`src/rtl/router_pkg.sv`:
```
// Shared router definitions: port count, select/one-hot types and port indices.
package router_pkg;

  localparam int unsigned NUM_PORTS  = 5;
  localparam int unsigned PORT_SEL_W = 3;

  typedef logic [PORT_SEL_W-1:0] port_sel_t;
  typedef logic [NUM_PORTS-1:0]  port_oh_t;

  typedef enum logic [PORT_SEL_W-1:0] {
    PORT_LOCAL = 3'd0,
    PORT_NORTH = 3'd1,
    PORT_EAST  = 3'd2,
    PORT_SOUTH = 3'd3,
    PORT_WEST  = 3'd4
  } port_id_e;

endpackage

```
`src/rtl/demux_1to5_if.sv`:
```
// Select request in, registered port enables out.
interface demux_1to5_if;
  import router_pkg::*;

  logic      en;
  port_sel_t select;
  port_oh_t  op;
  logic      sel_err;

  modport master (output en, output select, input op, input sel_err);
  modport slave  (input en, input select, output op, output sel_err);
endinterface

```
`src/rtl/demux_1to5_decode.sv`:
```
// Combinational port-index decoder: one-hot enable plus out-of-range flag.
module onehot_decode_5
  import router_pkg::*;
(
  input  port_sel_t select,
  output port_oh_t  oh,
  output logic      invalid
);

  always_comb begin
    oh      = '0;
    invalid = 1'b1;
    for (int unsigned i = 0; i < NUM_PORTS; i++) begin
      if (select == port_sel_t'(i)) begin
        oh[i]   = 1'b1;
        invalid = 1'b0;
      end
    end
  end

endmodule

```
`src/rtl/demux_1to5.sv`:
```
// Registered 1-to-5 output-port enable decoder for the wormhole router crossbar.
module demux_1to5 (
  input logic          clk,
  input logic          rst_n,
  demux_1to5_if.slave  bus
);
  import router_pkg::*;

  port_oh_t dec_oh;
  logic     dec_invalid;

  onehot_decode_5 u_decode (
    .select  (bus.select),
    .oh      (dec_oh),
    .invalid (dec_invalid)
  );

  always_ff @(posedge clk) begin
    if (!rst_n) begin
      bus.op      <= '0;
      bus.sel_err <= 1'b0;
    end else if (bus.en) begin
      bus.op      <= dec_oh;
      bus.sel_err <= dec_invalid;
    end
  end

  a_onehot0: assert property (@(posedge clk) $onehot0(bus.op));

  a_err_zero: assert property (@(posedge clk) bus.sel_err |-> (bus.op == '0));

  a_latency_valid: assert property (@(posedge clk)
    (rst_n && bus.en && (bus.select < port_sel_t'(NUM_PORTS)))
      |=> (bus.op == (port_oh_t'(1) << $past(bus.select))) && !bus.sel_err);

  a_latency_err: assert property (@(posedge clk)
    (rst_n && bus.en && (bus.select >= port_sel_t'(NUM_PORTS)))
      |=> (bus.op == '0) && bus.sel_err);

  a_hold: assert property (@(posedge clk)
    (rst_n && !bus.en) |=> $stable(bus.op) && $stable(bus.sel_err));

  a_sel_known: assert property (@(posedge clk) bus.en |-> !$isunknown(bus.select));

endmodule

```
`src/flat_wrapper.sv`:
```
// flat-port wrapper written by rule: the top's interface ports become plain ports
module demux_1to5_flat import router_pkg::*;
  (clk, rst_n, bus_en, bus_select, bus_op, bus_sel_err);
  demux_1to5_if bus_i ();
  input logic clk;
  input logic rst_n;
  input wire logic [$bits(bus_i.en)-1:0] bus_en;
  input wire logic [$bits(bus_i.select)-1:0] bus_select;
  output wire logic [$bits(bus_i.op)-1:0] bus_op;
  output wire logic [$bits(bus_i.sel_err)-1:0] bus_sel_err;
  assign bus_i.en = bus_en;
  assign bus_i.select = bus_select;
  assign bus_op = bus_i.op;
  assign bus_sel_err = bus_i.sel_err;
  demux_1to5 u_core (.clk(clk), .rst_n(rst_n), .bus(bus_i));
endmodule
```
`config.mk`:
```
export PLATFORM = sky130hd
export DESIGN_NAME = demux_1to5_flat
export DESIGN_NICKNAME = d
export VERILOG_FILES = /design/src/rtl/router_pkg.sv /design/src/rtl/demux_1to5_if.sv /design/src/rtl/demux_1to5_decode.sv /design/src/rtl/demux_1to5.sv /design/src/flat_wrapper.sv
export SDC_FILE = /design/constraint.sdc
export NUM_CORES = 1
export LEC_CHECK = 0
export CAP_MARGIN = 10
export CORE_AREA = 2 2 39 41
export DETAILED_ROUTE_END_ITERATION = 8
export DIE_AREA = 0 0 41 43
export GPL_ROUTABILITY_DRIVEN = 0
export HOLD_SLACK_MARGIN = 0.08
export PLACE_DENSITY = 0.56
export SLEW_MARGIN = 20
export SYNTH_ARGS = -nofsm -noshare
export SYNTH_HDL_FRONTEND = slang
export SYNTH_SLANG_ARGS = --single-unit
```
`constraint.sdc`:
```
create_clock -name clk -period 1.9 [get_ports clk]
set_input_delay 0.19 -clock clk [delete_from_list [all_inputs] [get_ports clk]]
set_output_delay 0.19 -clock clk [all_outputs]
set_load 0.02 [all_outputs]
```
==> summary.md <==
| Metric | Value |
|---|---|
| Status | completed |
| Crit share post-route | 0.711 |
| Clock power frac | 0.402 |
| P_leak | 0.138 nW |
| # nets final | 48 |
| Wire per inst | 9.23 um |
| Clock Sinks | 6 |
| Vias in the first global route | 243 |
| Die Span Y | 43 um |
| Worst-Skew Late Latency | 240 ps |
| WP data required | 1710 ps |
| CTS clk-pin slew, worst paths | 40 ps |
| Syn nets | 32 |
| CTS tree | built |
| Total track usage | 0.0792 |
| Multi-input gate area in the final layout | 129 um2 |
| Seq cells post-synth | 6 |
| Clock skew | 0 ps |
| Unrepaired setup endpoints after global routing | no |
| Placed Cells | 53 |
| Mean area per synthesized cell | 9.91 um2 |
| Slew @ Worst Pin | 220 ps |
| Worst VDD drop | 0.380 mV |
| Core Box Area | 0.00138 mm2 |
| CP Max Fanout | 2 |
| FF/Latch Area | 120 um2 |
| Worst path cell trace | clkdlybuf4s50_1 |
| Die area | 0.00176 mm2 |
| Worst Path Buf+Inv | 1 |
| Slowest CP cell | clkdlybuf4s50_1 |
| CP arrival | 1160 ps |
| # diodes | 0 |
| Max_cap viols | 0 |
| Synth cell types | 10 |
| CP Class | flip-flop to output port |
| DP Wirelength | 388 um |
| Initial drt markers | 1 |
| Crit path to | bus_op[2] |
| # Post-CTS Setup Buffers | 0 |
| Clk root buf | clkbuf_4 |
| CP endpoint kind | output port |
| Reg2reg end | u_core.bus.op[0]$_SDFFE_PN0P_ |
| Die width | 41 um |
| Min cycle time layout | 1350 ps |
| Seq/Total Area, Yosys | 0.466 |
| Via density | 4.20 |
| CTS resizes | 0 |
| Area growth, synth to finish | 60.2% |
| Antenna-violating nets left | 0 |
| Max clock buf depth | 2 |
| FF-to-FF path depth | 2 |
| Non-Filler Instances | 56 |
| Ys Warns | 0 |
| # fillers | 149 |
| Type of origin of the critical path | flip-flop |
| Largest net degree at the start of global routing | 12 |
| Register share of total power | 0.457 |
| Setup ws final | 549 ps |
| Starting Density | 0.186 |
| Vias | 235 |
| CTS Hold Bufs | 0 |
| H-tree depth | 1 |
| Place WS | 492 ps |
| Pins Over Slew Limit | 0 |
| Slew headroom | 0.853 |
| Worst path max stage delay | 610 ps |
| Final wirelength | 517 um |
| Post-Syn Instances | 26 |
| Number of buffers created by CTS | 3 |
| R2r setup slk | 1170 ps |
| Hold Fails Final Rpt | 0 |
| Power per cell area | 697 mW/mm2 |
| Drt drc | 0 |
| Detailed-router iteration count before antenna repair | 2 |
| P_int | 0.225 mW |
| First-pass GRT wire length | 917 um |
| Fin Setup TNS | 0 ps |
| Num ports | 12 |
| Hold slack | 468 ps |
| Hold Crit Class | flip-flop to flip-flop |
| Crit. Startpoint | u_core.bus.op[2]$_SDFFE_PN0P_ |
| Worst path top cell family by delay | buffers and inverters |
| Net Switching | 0.0632 mW |
| Layout cells sized above 1 | 0.100 |
| GRT overflow | 0 |
| Pwr Total | 0.288 mW |
| Worst r2r src | u_core.bus.op[0]$_SDFFE_PN0P_ |
| Gate power share | 0.141 |
| Switching Fraction | 0.220 |
| Initial antenna violation count | 0 |
| Port buffer count | 11 |
| Rows | 14 |
| Syn Std Cell Area | 258 um2 |
| Endpoints failing setup | 0 |
| Max frequency | 740 MHz |
| Cell count along the critical path | 1 |
-- stage by stage --
step | area [um2] | utilization
2_1_floorplan | 258 | -
3_3_place_gp | 390 | 0.282
4_1_cts | 413 | 0.298
6_report | 413 | 0.298
5_1_grt | 413 | 0.298
3_5_place_dp | 390 | 0.282
-- cells by family (layout without fill, tap and decap cells) --
kind of cell	count (synthesis)	after routing	synth area share
flip-flops	6	6	0.466
buffers and inverters	2	16	0.0339
AND/OR/NAND/NOR	11	11	0.354
AO/OA/AOI/OAI	7	7	0.146
-- synth_stat cells --
| cell type | n | area share |
|---|---|---|
| buf_2 | 1 | 0.019 |
| or4b_1 | 1 | 0.039 |
| dfxtp_1 | 6 | 0.47 |
| inv_1 | 1 | 0.015 |
| nand4b_1 | 1 | 0.034 |
| a21oi_1 | 6 | 0.12 |
| or2b_1 | 1 | 0.029 |
| nand2b_1 | 5 | 0.12 |
| nand4bb_1 | 3 | 0.13 |
| o211ai_1 | 1 | 0.029 |
-- power by group through the flow --
stage | Combinational (mW) | Sequential (mW) | Clock [mW]
finish | 0.0406 | 0.132 | 0.116
detailed placement | 0.0409 | 0.134 | 0
global placement | 0.0408 | 0.134 | 0
floorplan | 0.0127 | 0.138 | 0
global route | 0.0435 | 0.132 | 0.132
CTS | 0.0409 | 0.132 | 0.124
-- cell usage in the layout, fill, tap and decap left out, drive strengths merged, types with 3 or more instances in the layout --
| master | synthesis | layout |
|---|---|---|
| dfxtp | 6 | 6 |
| clkbuf | 0 | 3 |
| a21oi | 6 | 6 |
| nand2b | 5 | 5 |
| nand4bb | 3 | 3 |
| clkdlybuf4s50 | 0 | 11 |
-- worst min-delay path by stage --
stage,startpoint,endpoint,slack [ps],depth (start not counted)
detailed placement,u_core.bus.sel_err$_SDFFE_PN0P_,u_core.bus.sel_err$_SDFFE_PN0P_,460,2
global route,u_core.bus.sel_err$_SDFFE_PN0P_,u_core.bus.sel_err$_SDFFE_PN0P_,480,2
global placement,u_core.bus.sel_err$_SDFFE_PN0P_,u_core.bus.sel_err$_SDFFE_PN0P_,460,2
CTS,u_core.bus.sel_err$_SDFFE_PN0P_,u_core.bus.sel_err$_SDFFE_PN0P_,470,2
floorplan,bus_select[1],u_core.bus.op[3]$_SDFFE_PN0P_,350,2
finish,u_core.bus.sel_err$_SDFFE_PN0P_,u_core.bus.sel_err$_SDFFE_PN0P_,470,2
-- flip-flops by register name (all words and copies together), names as in the netlist --
register and count:
u_core.bus.op 5, u_core.bus.sel_err 1
-- metal layers --
layer,vias up,GRT usage,wire length (um)
met2,11,0.119,206
li1,125,-,-
met5,-,0,0
met3,2,0.0681,50
met4,0,0.0400,8
met1,97,0.0705,251
-- layout make-up --
type	instances	share of cell area
Clock buffer	3	0.0545
Inverter	1	0.00909
Multi-Input combinational cell	18	0.312
Sequential cell	6	0.291
Tap cell	16	0.0485
Timing Repair Buffer	12	0.285
No activity file was read; power rests on OpenSTA's default activity.
==> patch 1: new RTL, same settings <==
Change the package constant `NUM_PORTS` from 5 to 10.
--- a/src/rtl/router_pkg.sv
+++ b/src/rtl/router_pkg.sv
@@ -1,7 +1,7 @@
 // Shared router definitions: port count, select/one-hot types and port indices.
 package router_pkg;
 
-  localparam int unsigned NUM_PORTS  = 5;
+  localparam int unsigned NUM_PORTS  = 10;
   localparam int unsigned PORT_SEL_W = 3;
 
   typedef logic [PORT_SEL_W-1:0] port_sel_t;
Ports: changed (resized bus_op); port bits go from 12 to 17. No check against the original RTL was run, so the function may have changed too.
==> patch 1 against the unedited design <==
Combinational power increased by 31%; cell area increased by 46%; setup slack got worse by 0.038 ns; global-route usage increased by 2.4 points; clock skew unchanged; power increased by 37%; area after synthesis increased by 66%; routed wire length increased by 45%; sequential cell count increased by 3; largest power group unchanged.
==> patch 1: results (changes against the unedited design) <==
| Metric | Value |
|---|---|
| Global-route wire length before repair | 1.19 mm (+29%) |
| Aggregate global-route resource usage | 10.4% (+2.4 points) |
| Vias in the first global route | 288 (+19%) |
| Clock Latency Late Sink | 0.25 ns |
| CTS root buffer | clkbuf_4 |
| Die width | 41 um (unchanged) |
| Clk_skew | 0 ns (unchanged) |
| Hold WC Path Type | reg2reg |
| Dpl cells | 67 (+26%) |
| Share of cells above drive strength 1 | 7.27% (-2.7 points) |
| Slew Limit Fails | 0 (unchanged) |
| Initial antenna violation count | 0 (unchanged) |
| Filler Cell Count | 133 (-11%) |
| Ys Warns | 0 (unchanged) |
| Delay of the slowest cell on the worst path | 0.61 ns (about the same) |
| Post-synthesis average cell area | 10.9 sq um (+10%) |
| H-tree depth | 1 (unchanged) |
| Largest net degree at the start of global routing | 18 (+6) |
| Status | finished clean |
| # diodes | 0 (unchanged) |
| Routed WL | 752 um (+45%) |
| Sequential share of the synthesized area | 42.2% (-4.4 points) |
| CTS buffer count | 3 (unchanged) |
| Netlist cell types | 15 (+5) |
| Post-DP HPWL | 544 um (+40%) |
| Commonest cells in the netlist | dfxtp_1, and2b_1, nand2b_1, o21a_1 |
| Mapped Nets | 45 (+41%) |
| Post_cts resized | 0 (unchanged) |
| DR iter-0 viols | 5 (+4) |
| Data arrival time of the critical path | 1.20 ns (+0.04 ns) |
| Port Buffers | 16 (+5) |
| Maximum root-to-sink buffer count | 2 (unchanged) |
| CP Class | reg2out |
| Vias per inst | 4.94 (+18%) |
| Post-CTS Setup Inserts | 0 (unchanged) |
| Largest registers | u_core.bus.op: 8 flops, u_core.bus.sel_err: 1 flops |
| Count leader, synth | dfxtp_1 |
| Crit path max fanout | 3 (+1) |
| Slew headroom | 71.3% (-14 points) |
| Top delay family on crit path | buffers and inverters |
| Synth area leaders | dfxtp_1, and4bb_1, and2b_1, o21a_1, nand4b_1 |
| Leakage Power | 0.229 nW (+66%) |
| Layout Nets | 62 (+29%) |
| Drt wl/cell | 10.6 um (+15%) |
| Slowest CP cell | clkdlybuf4s50_1 |
| Worst-path clk slew | 0.06 ns (+0.02 ns) |
| Peak VDD IR | 0.000335 V (-12%) |
| Drt pass-1 iters | 2 (unchanged) |
| Async S/R FF share, synth | 0% (unchanged) |
==> patch 1: cell count changes in the layout (fill, tap and decap cells not counted), sizes merged, moves of 2 or more <==
cell	change
and4bb	+3
o21a	+4
and2b	+4
a21boi	+4
nand4b	+2
dfxtp	+3
clkdlybuf4s50	+5
a21oi	-6
nand4bb	-3
==> patch 1: final cells by class <==
class,count,area share (%)
multi-input cells,26,35.9
flip-flops and latches,9,29.9
repair buffers,16,26.6
clock buffers,4,4.36
well taps,16,3.32
==> patch 1: logic make-up (layout without fill, tap and decap cells) <==
group	count (synthesis)	in the layout	synth area share [%]
compound gates	8	8	14.1
flops	9	9	42.2
simple gates	18	18	36.7
buf+inv	4	20	7.04
==> patch 1: path summary, 6_finish.rpt <==
check                      from                  to  slack (ns)  depth (start not counted)
max            u_core.bus.op[8]           bus_op[8]        0.51                          1
min          u_core.bus.sel_err  u_core.bus.sel_err        0.43                          2
max reg2reg    u_core.bus.op[8]    u_core.bus.op[8]        1.18                          2
min reg2reg  u_core.bus.sel_err  u_core.bus.sel_err        0.43                          2
==> patch 1: report_power, final <==
group | internal (mW) | leakage (nW) | total, mW | switching [mW]
sequential | 0.193 | 0.0729 | 0.195 | 0.00204
clock | 0.0808 | 0.0150 | 0.146 | 0.0650
combinational | 0.0290 | 0.141 | 0.0533 | 0.0242
==> patch 1: per-layer routing <==
metal  vias up  share of wire [%]  global-route usage (%)
li1        171                  -                       -
met4         0                  0                    6.00
met2        12                 45                    12.5
met3         0                7.2                    6.28
met5         -                  0                       0
met1       168                 48                    13.6
==> patch 1: metrics by stage <==
step	cell area, sq um	setup slack [ns]	hold WS, ns
after floorplan	427	1.10	0.353
after global placement	577	0.489	0.424
after detailed placement	577	0.450	0.424
after CTS	603	0.489	0.433
after global routing	603	0.452	0.456
final	603	0.511	0.429
==> patch 2: new RTL, config.mk and constraints unchanged <==
Without the edit above. Make the reset (`rst_n`) asynchronous in one clocked block.
--- a/src/rtl/demux_1to5.sv
+++ b/src/rtl/demux_1to5.sv
@@ -15,7 +15,7 @@
     .invalid (dec_invalid)
   );
 
-  always_ff @(posedge clk) begin
+  always_ff @(posedge clk or negedge rst_n) begin
     if (!rst_n) begin
       bus.op      <= '0;
       bus.sel_err <= 1'b0;
Check against the original RTL: differs if rst_n is asserted again (counterexample within 4 cycles, from zero or initial values and one cycle with rst_n low); with rst_n held inactive, the same outputs for 10 cycles.
==> patch 2 against the unedited design <==
Die area is the same; cell area shrank 2.1%; first-iteration DRC count grew to 5.0 times the old value; power grew 8.8%; sequential cell count is the same; area after synthesis grew 1.9%; setup slack lost 0.025 ns; routed wire length grew 5.4%; register-to-register slack lost 0.02 ns; global-route usage shrank 0.74 points; critical path type unchanged; largest cell class is now sequential cells; largest power group unchanged.
==> patch 2: results (changes against the unedited design) <==
| Metric | Value |
|---|---|
| M1 wire length | 282 um (+12%) |
| Mapped Nets | 28 (-13%) |
| Aggregate global-route resource usage | 7.18% (-0.74 points) |
| M2 GR Usage | 7.50% (-4.4 points) |
| Vias | 214 (-8.9%) |
| Commonest cells in the netlist | dfrtp_1, inv_1, mux2_2 |
| Hold WC Path Type | in2async |
| Worst-case reg-to-reg path depth | 1 (-1) |
| GR Util met1 | 9.21% (+2.2 points) |
| Slew @ Worst Pin | 0.315 ns (+0.0948 ns) |
| Layout Nets | 43 (-10%) |
| DR iter-0 viols | 5 (+4) |
| Status | finished clean |
| R2r setup slk | 1.15 ns (-0.02 ns) |
| Worst setup margin | 0.524 ns (-0.0245 ns) |
| End of the worst register-to-register path | u_core.bus.op[2] |
| Post-synthesis average cell area | 11.9 sq um (+20%) |
| Largest net degree at the start of global routing | 9 (-3) |
| Synth Flop Type | dfrtp_1 |
| Leakage Power | 0.169 nW (+23%) |
| Vias in the first global route | 181 (-26%) |
| Sequential share of the synthesized area | 57.1% (+11 points) |
| Uppermost layer routed | met3 |
| Global-route wire length before repair | 772 um (-16%) |
| Peak VDD IR | 0.000348 V (-8.4%) |
| Met2 wire length | 170 um (-17%) |
| Data arrival time of the critical path | 1.19 ns (+0.03 ns) |
| Filler Cell Count | 147 (-1.3%) |
| Crit path to | bus_op[0] |
| Hold_ws | 0.186 ns (-0.282 ns) |
| Place WS | 0.575 ns (+0.0833 ns) |
| DR WL met3 | 92 um (+84%) |
| CP startpoint | u_core.bus.op[0] |
| Vias per inst | 4.20 (about the same) |
| Drt pass-1 iters | 4 (+2) |
| Async S/R FF share, synth | 100% (+100 points) |
| Grt met3 use | 8.38% (+1.6 points) |
| Drt wl/cell | 10.7 um (+16%) |
| Synth area leaders | dfrtp_1, mux2_2, nor3b_1, buf_6, inv_1 |
| Netlist cell types | 12 (+2) |
| Crit path max fanout | 2 (unchanged) |
## patch 2: area by class of cell
cell class	instances	area (sq um)	area share, %
inverter	3	11.3	2.79
sequential	6	150	37.2
tap	16	20.0	4.95
multi-input combinational	12	90.1	22.3
timing repair buffer	11	110	27.2
clock buffer	3	22.5	5.57
## patch 2: power breakdown
part | internal [mW] | switching, mW
clock network | 0.0712 | 0.0429
registers | 0.137 | 0.00397
logic | 0.0311 | 0.0274
total | 0.239 | 0.0743
## patch 2: kinds of logic after synthesis
logic type	Yosys count	share of synthesized area, %
simple gates	6	13.8
mux	3	12.9
flops	6	57.1
compound gates	3	7.62
buf+inv	4	8.57
## patch 2: through the flow
stage          power, mW  area (sq um)
6_report           0.313           404
3_3_place_gp       0.202           382
2_1_floorplan      0.168           263
5_1_grt            0.336           404
4_1_cts            0.320           404
3_5_place_dp       0.201           382
